--- src/rtl/adxl_spi_pkg.sv ---
// adxl_spi_pkg: register map, reset values and FSM state codes for adxl_spi_responder.
package adxl_spi_pkg;
    localparam logic [5:0] ADDR_DEVID       = 6'h00;
    localparam logic [5:0] ADDR_BW_RATE     = 6'h2C;
    localparam logic [5:0] ADDR_POWER_CTL   = 6'h2D;
    localparam logic [5:0] ADDR_INT_SOURCE  = 6'h30;
    localparam logic [5:0] ADDR_DATA_FORMAT = 6'h31;
    localparam logic [5:0] ADDR_DATAX0      = 6'h32;
    localparam logic [5:0] ADDR_DATAX1      = 6'h33;
    localparam logic [5:0] ADDR_DATAY0      = 6'h34;
    localparam logic [5:0] ADDR_DATAY1      = 6'h35;
    localparam logic [5:0] ADDR_DATAZ0      = 6'h36;
    localparam logic [5:0] ADDR_DATAZ1      = 6'h37;
    localparam logic [7:0] BW_RATE_RST      = 8'h0A;
    localparam logic [7:0] POWER_CTL_RST    = 8'h00;
    localparam logic [7:0] DATA_FORMAT_RST  = 8'h00;
    localparam logic [2:0] ST_WAIT_IDLE     = 3'd0;
    localparam logic [2:0] ST_IDLE          = 3'd1;
    localparam logic [2:0] ST_CMD           = 3'd2;
    localparam logic [2:0] ST_WDATA         = 3'd3;
    localparam logic [2:0] ST_RDATA         = 3'd4;
endpackage

--- src/rtl/spi_pin_sync.sv ---
// spi_pin_sync: synchronizes SPI pins into clk and emits registered SCLK/CS_N edge pulses.
module spi_pin_sync #(
    parameter int STAGES = 2
) (
    input  logic clk,
    input  logic rst,
    input  logic spi_sclk,
    input  logic spi_cs_n,
    input  logic spi_mosi,
    output logic sclk_rise,
    output logic sclk_fall,
    output logic cs_rise,
    output logic cs_fall,
    output logic cs_n,
    output logic mosi
);
    logic [STAGES-1:0] sclk_q, cs_q, mosi_q;
    logic sclk_d, cs_d;
    // CS_N chain resets low so a transaction already in flight never looks like a fresh falling edge
    always_ff @(posedge clk) begin
        if (rst) begin
            sclk_q    <= '1;
            cs_q      <= '0;
            mosi_q    <= '0;
            sclk_d    <= 1'b1;
            cs_d      <= 1'b0;
            sclk_rise <= 1'b0;
            sclk_fall <= 1'b0;
            cs_rise   <= 1'b0;
            cs_fall   <= 1'b0;
            cs_n      <= 1'b0;
            mosi      <= 1'b0;
        end else begin
            sclk_q    <= (sclk_q << 1) | STAGES'(spi_sclk);
            cs_q      <= (cs_q << 1) | STAGES'(spi_cs_n);
            mosi_q    <= (mosi_q << 1) | STAGES'(spi_mosi);
            sclk_d    <= sclk_q[STAGES-1];
            cs_d      <= cs_q[STAGES-1];
            sclk_rise <= sclk_q[STAGES-1] & ~sclk_d;
            sclk_fall <= ~sclk_q[STAGES-1] & sclk_d;
            cs_rise   <= cs_q[STAGES-1] & ~cs_d;
            cs_fall   <= ~cs_q[STAGES-1] & cs_d;
            cs_n      <= cs_q[STAGES-1];
            mosi      <= mosi_q[STAGES-1];
        end
    end
endmodule

--- src/rtl/adxl_spi_responder.sv ---
// adxl_spi_responder: mode-3 SPI accelerometer emulator; define ADXL_RESP_INT_SOURCE_EN for INT_SOURCE/data_ready.
module adxl_spi_responder
    import adxl_spi_pkg::*;
#(
    parameter logic [7:0] DEVID       = 8'hE5,
    parameter int         SYNC_STAGES = 2
) (
    input  logic        clk,
    input  logic        rst,
    input  logic        spi_sclk,
    input  logic        spi_cs_n,
    input  logic        spi_mosi,
    output logic        spi_miso,
    output logic        spi_miso_oe,
    input  logic [15:0] sample_x,
    input  logic [15:0] sample_y,
    input  logic [15:0] sample_z,
    input  logic        sample_valid,
    output logic [7:0]  reg_bw_rate,
    output logic [7:0]  reg_power_ctl,
    output logic [7:0]  reg_data_format,
`ifdef ADXL_RESP_INT_SOURCE_EN
    output logic        data_ready,
`endif
    output logic        xfer_done
);
    logic sclk_rise, sclk_fall, cs_rise, cs_fall, cs_n, mosi;
    logic [2:0] state, bit_cnt;
    logic [6:0] shift;
    logic [7:0] shifted, rd_shift, rd_val, rd_next, int_source;
    logic [5:0] addr;
    logic mb, got_byte, byte_done;
    logic [47:0] staging, shadow;

    spi_pin_sync #(.STAGES(SYNC_STAGES)) u_sync (
        .clk(clk), .rst(rst), .spi_sclk(spi_sclk), .spi_cs_n(spi_cs_n), .spi_mosi(spi_mosi),
        .sclk_rise(sclk_rise), .sclk_fall(sclk_fall), .cs_rise(cs_rise), .cs_fall(cs_fall),
        .cs_n(cs_n), .mosi(mosi)
    );

    assign shifted   = {shift, mosi};
    assign byte_done = sclk_rise && bit_cnt == 3'd7;
    assign rd_next   = bit_cnt == 3'd0 ? rd_val : rd_shift;

`ifdef ADXL_RESP_INT_SOURCE_EN
    // a new sample wins over a same-cycle clear
    always_ff @(posedge clk) begin
        if (rst) data_ready <= 1'b0;
        else if (sample_valid) data_ready <= 1'b1;
        else if (state == ST_RDATA && byte_done && addr == ADDR_DATAZ1) data_ready <= 1'b0;
    end
    assign int_source = {data_ready, 7'b0};
`else
    assign int_source = 8'h00;
`endif

    always_comb begin
        case (addr)
            ADDR_DEVID:       rd_val = DEVID;
            ADDR_BW_RATE:     rd_val = reg_bw_rate;
            ADDR_POWER_CTL:   rd_val = reg_power_ctl;
            ADDR_INT_SOURCE:  rd_val = int_source;
            ADDR_DATA_FORMAT: rd_val = reg_data_format;
            ADDR_DATAX0:      rd_val = shadow[7:0];
            ADDR_DATAX1:      rd_val = shadow[15:8];
            ADDR_DATAY0:      rd_val = shadow[23:16];
            ADDR_DATAY1:      rd_val = shadow[31:24];
            ADDR_DATAZ0:      rd_val = shadow[39:32];
            ADDR_DATAZ1:      rd_val = shadow[47:40];
            default:          rd_val = 8'h00;
        endcase
    end

    always_ff @(posedge clk) begin
        if (rst) begin
            state           <= ST_WAIT_IDLE;
            bit_cnt         <= 3'd0;
            shift           <= 7'd0;
            rd_shift        <= 8'd0;
            addr            <= 6'd0;
            mb              <= 1'b0;
            got_byte        <= 1'b0;
            staging         <= 48'd0;
            shadow          <= 48'd0;
            reg_bw_rate     <= BW_RATE_RST;
            reg_power_ctl   <= POWER_CTL_RST;
            reg_data_format <= DATA_FORMAT_RST;
            spi_miso        <= 1'b0;
            spi_miso_oe     <= 1'b0;
            xfer_done       <= 1'b0;
        end else begin
            xfer_done <= 1'b0;
            if (sample_valid) staging <= {sample_z, sample_y, sample_x};
            if (state inside {ST_CMD, ST_WDATA, ST_RDATA} && cs_rise) begin
                state       <= ST_IDLE;
                spi_miso    <= 1'b0;
                spi_miso_oe <= 1'b0;
                xfer_done   <= got_byte;
            end else begin
                case (state)
                    ST_WAIT_IDLE: if (cs_n) state <= ST_IDLE;
                    ST_IDLE: if (cs_fall) begin
                        state    <= ST_CMD;
                        bit_cnt  <= 3'd0;
                        got_byte <= 1'b0;
                        shadow   <= staging;
                    end
                    ST_CMD: if (sclk_rise) begin
                        shift   <= shifted[6:0];
                        bit_cnt <= bit_cnt + 3'd1;
                        if (byte_done) begin
                            got_byte <= 1'b1;
                            mb       <= shifted[6];
                            addr     <= shifted[5:0];
                            state    <= shifted[7] ? ST_RDATA : ST_WDATA;
                        end
                    end
                    ST_WDATA: if (sclk_rise) begin
                        shift   <= shifted[6:0];
                        bit_cnt <= bit_cnt + 3'd1;
                        if (byte_done) begin
                            reg_bw_rate     <= addr == ADDR_BW_RATE ? shifted : reg_bw_rate;
                            reg_power_ctl   <= addr == ADDR_POWER_CTL ? shifted : reg_power_ctl;
                            reg_data_format <= addr == ADDR_DATA_FORMAT ? shifted : reg_data_format;
                            addr            <= mb ? addr + 6'd1 : addr;
                        end
                    end
                    ST_RDATA: begin
                        // a byte boundary (bit_cnt 0) fetches the next register at the first falling edge
                        if (sclk_fall) begin
                            spi_miso_oe <= 1'b1;
                            spi_miso    <= rd_next[7];
                            rd_shift    <= rd_next << 1;
                        end
                        if (sclk_rise) begin
                            bit_cnt <= bit_cnt + 3'd1;
                            if (byte_done && mb) addr <= addr + 6'd1;
                        end
                    end
                    default: state <= ST_WAIT_IDLE;
                endcase
            end
        end
    end
endmodule

--- config.mk ---
export PLATFORM = sky130hd
export DESIGN_NAME = adxl_spi_responder
export DESIGN_NICKNAME = d
export VERILOG_FILES = /design/src/rtl/adxl_spi_pkg.sv /design/src/rtl/spi_pin_sync.sv /design/src/rtl/adxl_spi_responder.sv
export SDC_FILE = /design/constraint.sdc
export NUM_CORES = 1
export LEC_CHECK = 0
export BUFFER_PORTS_ARGS = -buffer_cell sky130_fd_sc_hd__buf_2
export CAP_MARGIN = 20
export CORE_ASPECT_RATIO = 1.75
export CORE_MARGIN = 1
export CORE_UTILIZATION = 55
export CTS_CLUSTER_SIZE = 16
export DETAILED_ROUTE_END_ITERATION = 8
export PLACE_DENSITY = 0.76
export SLEW_MARGIN = 20
export SYNTH_ARGS = -nofsm -noshare
export SYNTH_HDL_FRONTEND = slang
export SYNTH_SLANG_ARGS = --single-unit
--- constraint.sdc ---
create_clock -name clk -period 3 [get_ports clk]
set_input_delay 0.3 -clock clk [delete_from_list [all_inputs] [get_ports clk]]
set_output_delay 0.3 -clock clk [all_outputs]
set_load 0.05 [all_outputs]
==> results.cfg, run 1 <==
[final_layout]
multi_input_area_um2 = 3231
layout.area.seq_um2 = 3283
nFillCells = 1029
fin_util = 0.6525
final_layout_size_suffix_gt1_frac = 0.1649
syn_to_final_growth_pct = 15.59
nNetsFinal = 892
diodes = 0

[timing]
finalSetupViolations = 0
clock.fmax_ghz = 0.4159
skew_ps = 9.891
period_share = 0.8014
relSlewSlack = 0.3485
grt_setup_unrepaired = false
maxSlewViolCount = 0
timing.final.hold_violations = 0
tightest_slew_ps = 977.3
tns_ps = 0
fin_crit_ps = 2404

[floorplanning]
die_h_um = 148.8
coreArea_um2 = 12000
initial_utilization = 0.5645
dieArea_um2 = 12780
io-pin-count = 81
rows = 53
die_w_um = 85.90

[power_and_ir_drop]
combPwrFrac = 0.035
total_leakage_power_nw = 3.033
p_per_area_nw_per_um2 = 577.5
ir_drop_uv = 484.4
pwr-share-clk = 0.468
power_frac_seq = 0.497
internal_power_w = 0.003497
switching_power_w = 0.001025
p_sw_frac = 0.2267

[cts]
cts_tree = yes
cts_root_buffer = clkbuf_16
cts-resized-gates = 0
clock_path_buffers = 2
postCtsSetupRepairBufs = 0
numCtsBuffers = 17
hold_buffers = 0
path_clk_slew_ps = 60
cts_sinks = 164
insertion_delay_ps = 430
h-tree-depth = 4

[critical_path]
start_kind = flop
ff2ff_path_depth = 5
crit_required_ps = 3290
worst-path-stages = 5
crit_family = simple AND/OR/NAND/NOR gates
crit_chain = nor4bb_1 -> nand3_2 -> nor3_4 -> mux2i_1 -> nor2_1
critPathLaunch = state[1]
r2r_slack_ps = 600
max_stage_delay_ps = 540
slowest_stage = dfxtp_1
rr_endpoint = reg_data_format[5]
end_kind = flop
reg2reg_from = state[1]
cp_data_arrival_time_ps = 2690
critPathCapture = reg_data_format[5]
path_max_fanout = 10
worstSetupPathType = reg2reg
cp_num_buf_inv = 0

[route]
drcViolationCount = 0
wl_met3_um = 614
totalWireLength_um = 16910
wl_met2_um = 8568
top_layer = met4
routed_wire_length_per_instance_um = 16.78
dr.first_iter.drc_count = 350
ant_nets = 0
avgViaCountPerCell = 5.731
wl_met1_um = 6700
dr_total_vias = 5777
first_pass_iters = 5

[synth]
synth_seq_cells = 164
synth_warnings = 0
netlist_top_cells_area = dfxtp_1 (48%), mux2i_1 (10%), nand2_1 (7.6%)
syn-num-nets = 840
ys_async_sr_fraction = 0
netlist_area_um2 = 6775
synth.avg_cell_area_um2 = 8.697
ys.flop_type = dfxtp_1
syn_inst = 779
yosysSeqAreaShare = 0.4846
yosysTopAreaCellShare = 0.4846
synth_area_leader_cell = dfxtp_1
ys_types = 57
synth-edff-count = 0

[global_routing]
grtUsageTotal = 0.2723
grt_overflow = 0
grt_pass1_wl_um = 26900
grt_pass1_vias = 5423
grt_max_degree = 97
antenna_found_initial = 0

[placed_design]
io_buffers = 80
dp_hpwl_um = 12070
place_congestion = 0.8939

[status]
status = finished clean

[run]
drv_cap = 0

[worst_hold_path]
hp-class = in2reg
registers in the layout, indices dropped and copies added (netlist names), 6 cells and up:
| name | cells |
|---|---|
| shadow | 48 |
| staging | 48 |
| reg_bw_rate | 8 |
| reg_data_format | 8 |
| reg_power_ctl | 8 |
| rd_shift | 7 |
| shift | 7 |
| addr | 6 |
Yosys cell counts, types with 3 or more instances:
| library cell | count |
|---|---|
| nor2b_1 | 14 |
| o211ai_1 | 6 |
| clkbuf_1 | 49 |
| or3_1 | 4 |
| nor2_1 | 89 |
| a22o_1 | 3 |
| a311oi_1 | 6 |
| a211oi_1 | 4 |
| a21o_1 | 4 |
| or2_2 | 3 |
| nor3b_1 | 3 |
| ha_1 | 7 |
| nand3b_1 | 3 |
| a21oi_1 | 83 |
| buf_2 | 6 |
| nor3_1 | 3 |
| mux2_2 | 3 |
| a22oi_1 | 8 |
| inv_1 | 8 |
| a221oi_1 | 4 |
| a222oi_1 | 7 |
| dfxtp_1 | 164 |
| nand3_1 | 19 |
| nand2_1 | 138 |
| o21ai_0 | 22 |
| nand4_1 | 4 |
| mux2i_1 | 71 |
| nand2b_1 | 6 |
| o22ai_1 | 4 |
| a211o_1 | 3 |
worst reg2reg max path, stage by stage, from the launching register on:
cell,delay (ps)
dfxtp_1,540
nor4bb_1,520
nand3_2,320
nor3_4,510
mux2i_1,300
nor2_1,70
area by class of cell:
class	instances	area share
flip-flops and latches	164	0.4192
clock inverters	12	0.01566
clock buffers	19	0.05784
multi-input cells	548	0.4125
inverters	8	0.003834
well taps	165	0.02636
repair buffers	92	0.06455
placed cells by master, fill, tap and decap left out, types with 3 or more instances in the layout:
cell type	count
a211o_1	3
a211oi_1	4
a21o_1	4
a21oi_1	83
a221oi_1	4
a222oi_1	7
a22o_1	3
a22oi_1	8
a311oi_1	6
buf_2	79
buf_4	12
clkbuf_16	17
clkinv_4	3
dfxtp_1	164
ha_1	7
inv_1	8
inv_6	3
mux2_2	3
mux2i_1	71
nand2_1	138
nand2b_1	6
nand3_1	19
nand3b_1	3
nand4_1	4
nor2_1	89
nor2b_1	14
nor3b_1	3
o211ai_1	6
o21ai_0	22
o22ai_1	4
or2_2	3
or3_1	4
worst min path at each step:
| stage | from | endpoint | slack (ps) | cells after the start |
|---|---|---|---|---|
| final | spi_sclk | u_sync.sclk_q[0] | 50 | 2 |
| after floorplan | rst | u_sync.cs_n | 380 | 1 |
| after global routing | spi_sclk | u_sync.sclk_q[0] | 50 | 2 |
| after detailed placement | u_sync.sclk_q[0] | u_sync.sclk_q[1] | 400 | 1 |
| after global placement | u_sync.sclk_q[0] | u_sync.sclk_q[1] | 400 | 1 |
| after CTS | spi_sclk | u_sync.sclk_q[0] | 50 | 2 |
layer usage:
| layer | up-vias | GRT usage |
|---|---|---|
| met5 | - | 0 |
| met4 | 0 | 0.1900 |
| met3 | 63 | 0.04261 |
| met2 | 187 | 0.4639 |
| met1 | 2728 | 0.3068 |
| li1 | 2799 | - |
kinds of logic (layout without fill, tap and decap cells):
logic type / Yosys count / after routing / synth area share
buffers and inverters: 67 / 131 / 0.03934
adders and majority gates: 7 / 7 / 0.01293
DFF: 164 / 164 / 0.4846
muxes: 74 / 74 / 0.1099
and+or+nand+nor: 303 / 303 / 0.2031
AOI/OAI and AO/OA: 164 / 164 / 0.1501
stage by stage:
step / hold slack (ps) / power, W / area, um^2 / worst slack (ps) / cells
2_1_floorplan: 379.1 / 0.002394 / 6775 / 947.0 / 779
3_3_place_gp: 396.0 / 0.002448 / 7256 / 767.3 / 977
3_5_place_dp: 400.0 / 0.002456 / 7256 / 667.9 / 977
4_1_cts: 52.97 / 0.004547 / 7831 / 656.9 / 1008
5_1_grt: 54.46 / 0.004674 / 7831 / 461.0 / 1008
6_report: 54.41 / 0.004522 / 7831 / 595.9 / 1008
power groups by stage:
stage               sequential [W]  combinational, W  clock, W
detailed placement         0.00230          0.000159         0
CTS                        0.00225          0.000159   0.00214
global placement           0.00230          0.000152         0
finish                     0.00225          0.000157   0.00212
global route               0.00225          0.000173   0.00225
floorplan                  0.00229          0.000107         0
(Power assumes the default switching activity.)
==> run 2, diff against run 1 <==
Settings changed: ABC_AREA from default to 1.
Clock period 3 ns to 2.5 ns, I/O delays scaled along.
==> run 2 against run 1 <==
  * Clock-buffer cell count is 2 higher
  * Core utilization fell by 0.25 points
  * Area after synthesis is 0.42% lower
  * Clock power is 15% higher
  * Final cell count up 18%
  * Worst setup slack worse by 38 ps
  * Maximum frequency increased by 24%
  * Sequential power increased by 26%
  * First-iteration DRC count increased by 3.7%
  * Flip-flop and latch count stayed put
  * Synthesized cell count increased by 21%
==> results.cfg, run 2 <==
[cts]
insertion_delay_ps = 420
cts-resized-gates = 0
numCtsBuffers = 17
cts_tree = yes
cts_root_buffer = clkbuf_16
path_clk_slew_ps = 60
h-tree-depth = 4
clock_path_buffers = 2
cts_sinks = 164

[synth]
synth-edff-count = 0
synth_seq_cells = 164
netlist_area_um2 = 6746
synthSimpleGateAreaFrac = 0.2424
yosys-top-cells-count = nand2_1 (180), dfxtp_1 (164), nor2_1 (159), o21ai_0 (119), a21oi_1 (104)
syn_inst = 942
synth_warnings = 0
yosysMostFrequentCell = nand2_1
synth_xor_area_frac = 0
ys_async_sr_fraction = 0
synthAdderAreaFrac = 0.01298
yosysTopAreaCellShare = 0.4866
synth-compound-area-share = 0.1786
ys.flop_type = dfxtp_1
synth_area_leader_cell = dfxtp_1
ys_types = 28
netlist_top_cells_area = dfxtp_1 (49%), nand2_1 (10%), nor2_1 (8.8%)
yosysSeqAreaShare = 0.4866
syn-num-nets = 1003
synth.area.mux_share = 0
synth.avg_cell_area_um2 = 7.162
synth_top_family_by_area = simple AND/OR/NAND/NOR gates

[timing]
timing.final.hold_violations = 0
tightest_slew_ps = 625.0
fin_hold_ws_ps = 26.67
skew_ps = 8.466
grt_setup_unrepaired = false
period_share = 0.7769
finalSetupViolations = 0
relSlewSlack = 0.5827
fin_crit_ps = 1942
maxSlewViolCount = 0
clock.fmax_ghz = 0.5148
tns_ps = 0

[placed_design]
dp_hpwl_um = 12180
io_buffers = 80
place_congestion = 0.9803

[route]
drcViolationCount = 0
dr_total_vias = 6164
ant_nets = 0
dr.first_iter.drc_count = 363
first_pass_iters = 6
routed_wire_length_per_instance_um = 14.17
avgViaCountPerCell = 5.189
totalWireLength_um = 16840

[final_layout]
nNetsFinal = 1071
final_layout_size_suffix_gt1_frac = 0.1369
most-common-layout-cells = nand2_1 (179), dfxtp_1 (164), nor2_1 (159)
largestRegisters = shadow (48), staging (48)
diodes = 0
syn_to_final_growth_pct = 15.63
final_common_cell = nand2_1

[floorplanning]
dieArea_um2 = 12730
die_h_um = 148.5
initial_utilization = 0.5621
coreArea_um2 = 12000
rows = 53
die_w_um = 85.72
io-pin-count = 81

[power_and_ir_drop]
p_per_area_nw_per_um2 = 795.5
total_leakage_power_nw = 3.396
ir_drop_uv = 625.1

[run]
drv_cap = 0

[global_routing]
antenna_found_initial = 0
grt_pass1_wl_um = 27210
grt_overflow = 0
grt_max_degree = 64
grtUsageTotal = 0.2771
grt_pass1_vias = 5657

[status]
status = finished clean

[worst_hold_path]
hp-class = in2reg

[critical_path]
cp_data_arrival_time_ps = 2250
worstSetupPathType = reg2reg
max_stage_delay_ps = 380
start_kind = flop
crit_chain = inv_1 -> ha_1 -> inv_1 -> nor2_2 -> nand2_1 -> nor2_1 -> nor3_1 -> nand3_1 -> nand2_1 -> a21oi_1
crit_required_ps = 2810
end_kind = flop
slowest_stage = dfxtp_1
path_max_fanout = 6
==> run 2: cell count changes in the layout (fill, tap and decap cells not counted), moves of 14 or more <==
cell	delta
o21ai_0	+97
inv_1	+84
nor2b_1	-14
nand2_1	+41
mux2i_1	-71
nor2_1	+70
a21oi_1	+21
==> run 2: final timing paths <==
path / cells past startpoint / slack [ps] / from / end
max: 10 / 560 / addr[0] / rd_shift[5]
min: 3 / 30 / spi_cs_n / u_sync.cs_q[0]
max reg2reg: 10 / 560 / addr[0] / rd_shift[5]
min reg2reg: 2 / 410 / u_sync.cs_q[0] / u_sync.cs_q[1]
==> run 2: where the power goes <==
part,internal [W],total [W],switching (W)
Clock,0.00140,0.00244,0.00104
Combinational,0.000324,0.000939,0.000614
Sequential,0.00273,0.00283,0.0000953
==> run 2: cell type report <==
| type | instances | area [um^2] |
|---|---|---|
| Clock inverter | 11 | 100.1 |
| Sequential cell | 164 | 3283 |
| Inverter | 94 | 352.8 |
| Tap cell | 165 | 206.4 |
| Timing Repair Buffer | 90 | 478.0 |
| Clock buffer | 21 | 450.4 |
| Multi-Input combinational cell | 643 | 2930 |
| Fill cell | 1135 | 4202 |
==> run 2: what timing repair did <==
item                       4_1_cts  5_1_grt
hold endpoints to repair         1        0
setup endpoints to repair        0        0
buffers inserted                 0        0
hold buffers                     1        0
==> run 2: per-stage QoR <==
stage / instances / power (W) / instance area [um^2] / util / setup slack [ps]
floorplan: 942 / 0.003533 / 6746 / - / 981.2
global placement: 1155 / 0.003796 / 7241 / 0.6033 / 588.3
detailed placement: 1155 / 0.003804 / 7241 / 0.6033 / 575.0
CTS: 1188 / 0.006234 / 7801 / 0.6500 / 546.5
global route: 1188 / 0.006506 / 7801 / 0.6500 / 369.3
finish: 1188 / 0.006206 / 7801 / 0.6500 / 557.6
==> run 2: cell families after synthesis <==
logic type	after synthesis
AND/OR/NAND/NOR	399
AO/OA/AOI/OAI	237
buffers and inverters	135
flip-flops	164
adder cells (fa/ha/maj)	7
==> run 2: metal layers <==
| layer | part of all wire | up-vias | GRT usage | routed length, um |
|---|---|---|---|---|
| li1 | - | 3151 | - | - |
| met1 | 0.40 | 2734 | 0.3097 | 6708 |
| met2 | 0.51 | 217 | 0.4880 | 8575 |
| met3 | 0.047 | 62 | 0.06493 | 790 |
| met4 | 0.045 | 0 | 0.1358 | 765 |
| met5 | 0 | - | 0 | 0 |
==> run 2: worst max-delay path: cells and delay by family (launching register included) <==
kind | cells | cell delay [ps]
simple gates | 6 | 920
flops | 1 | 380
fa+ha+maj | 1 | 260
buf+inv | 2 | 210
compound gates | 1 | 60
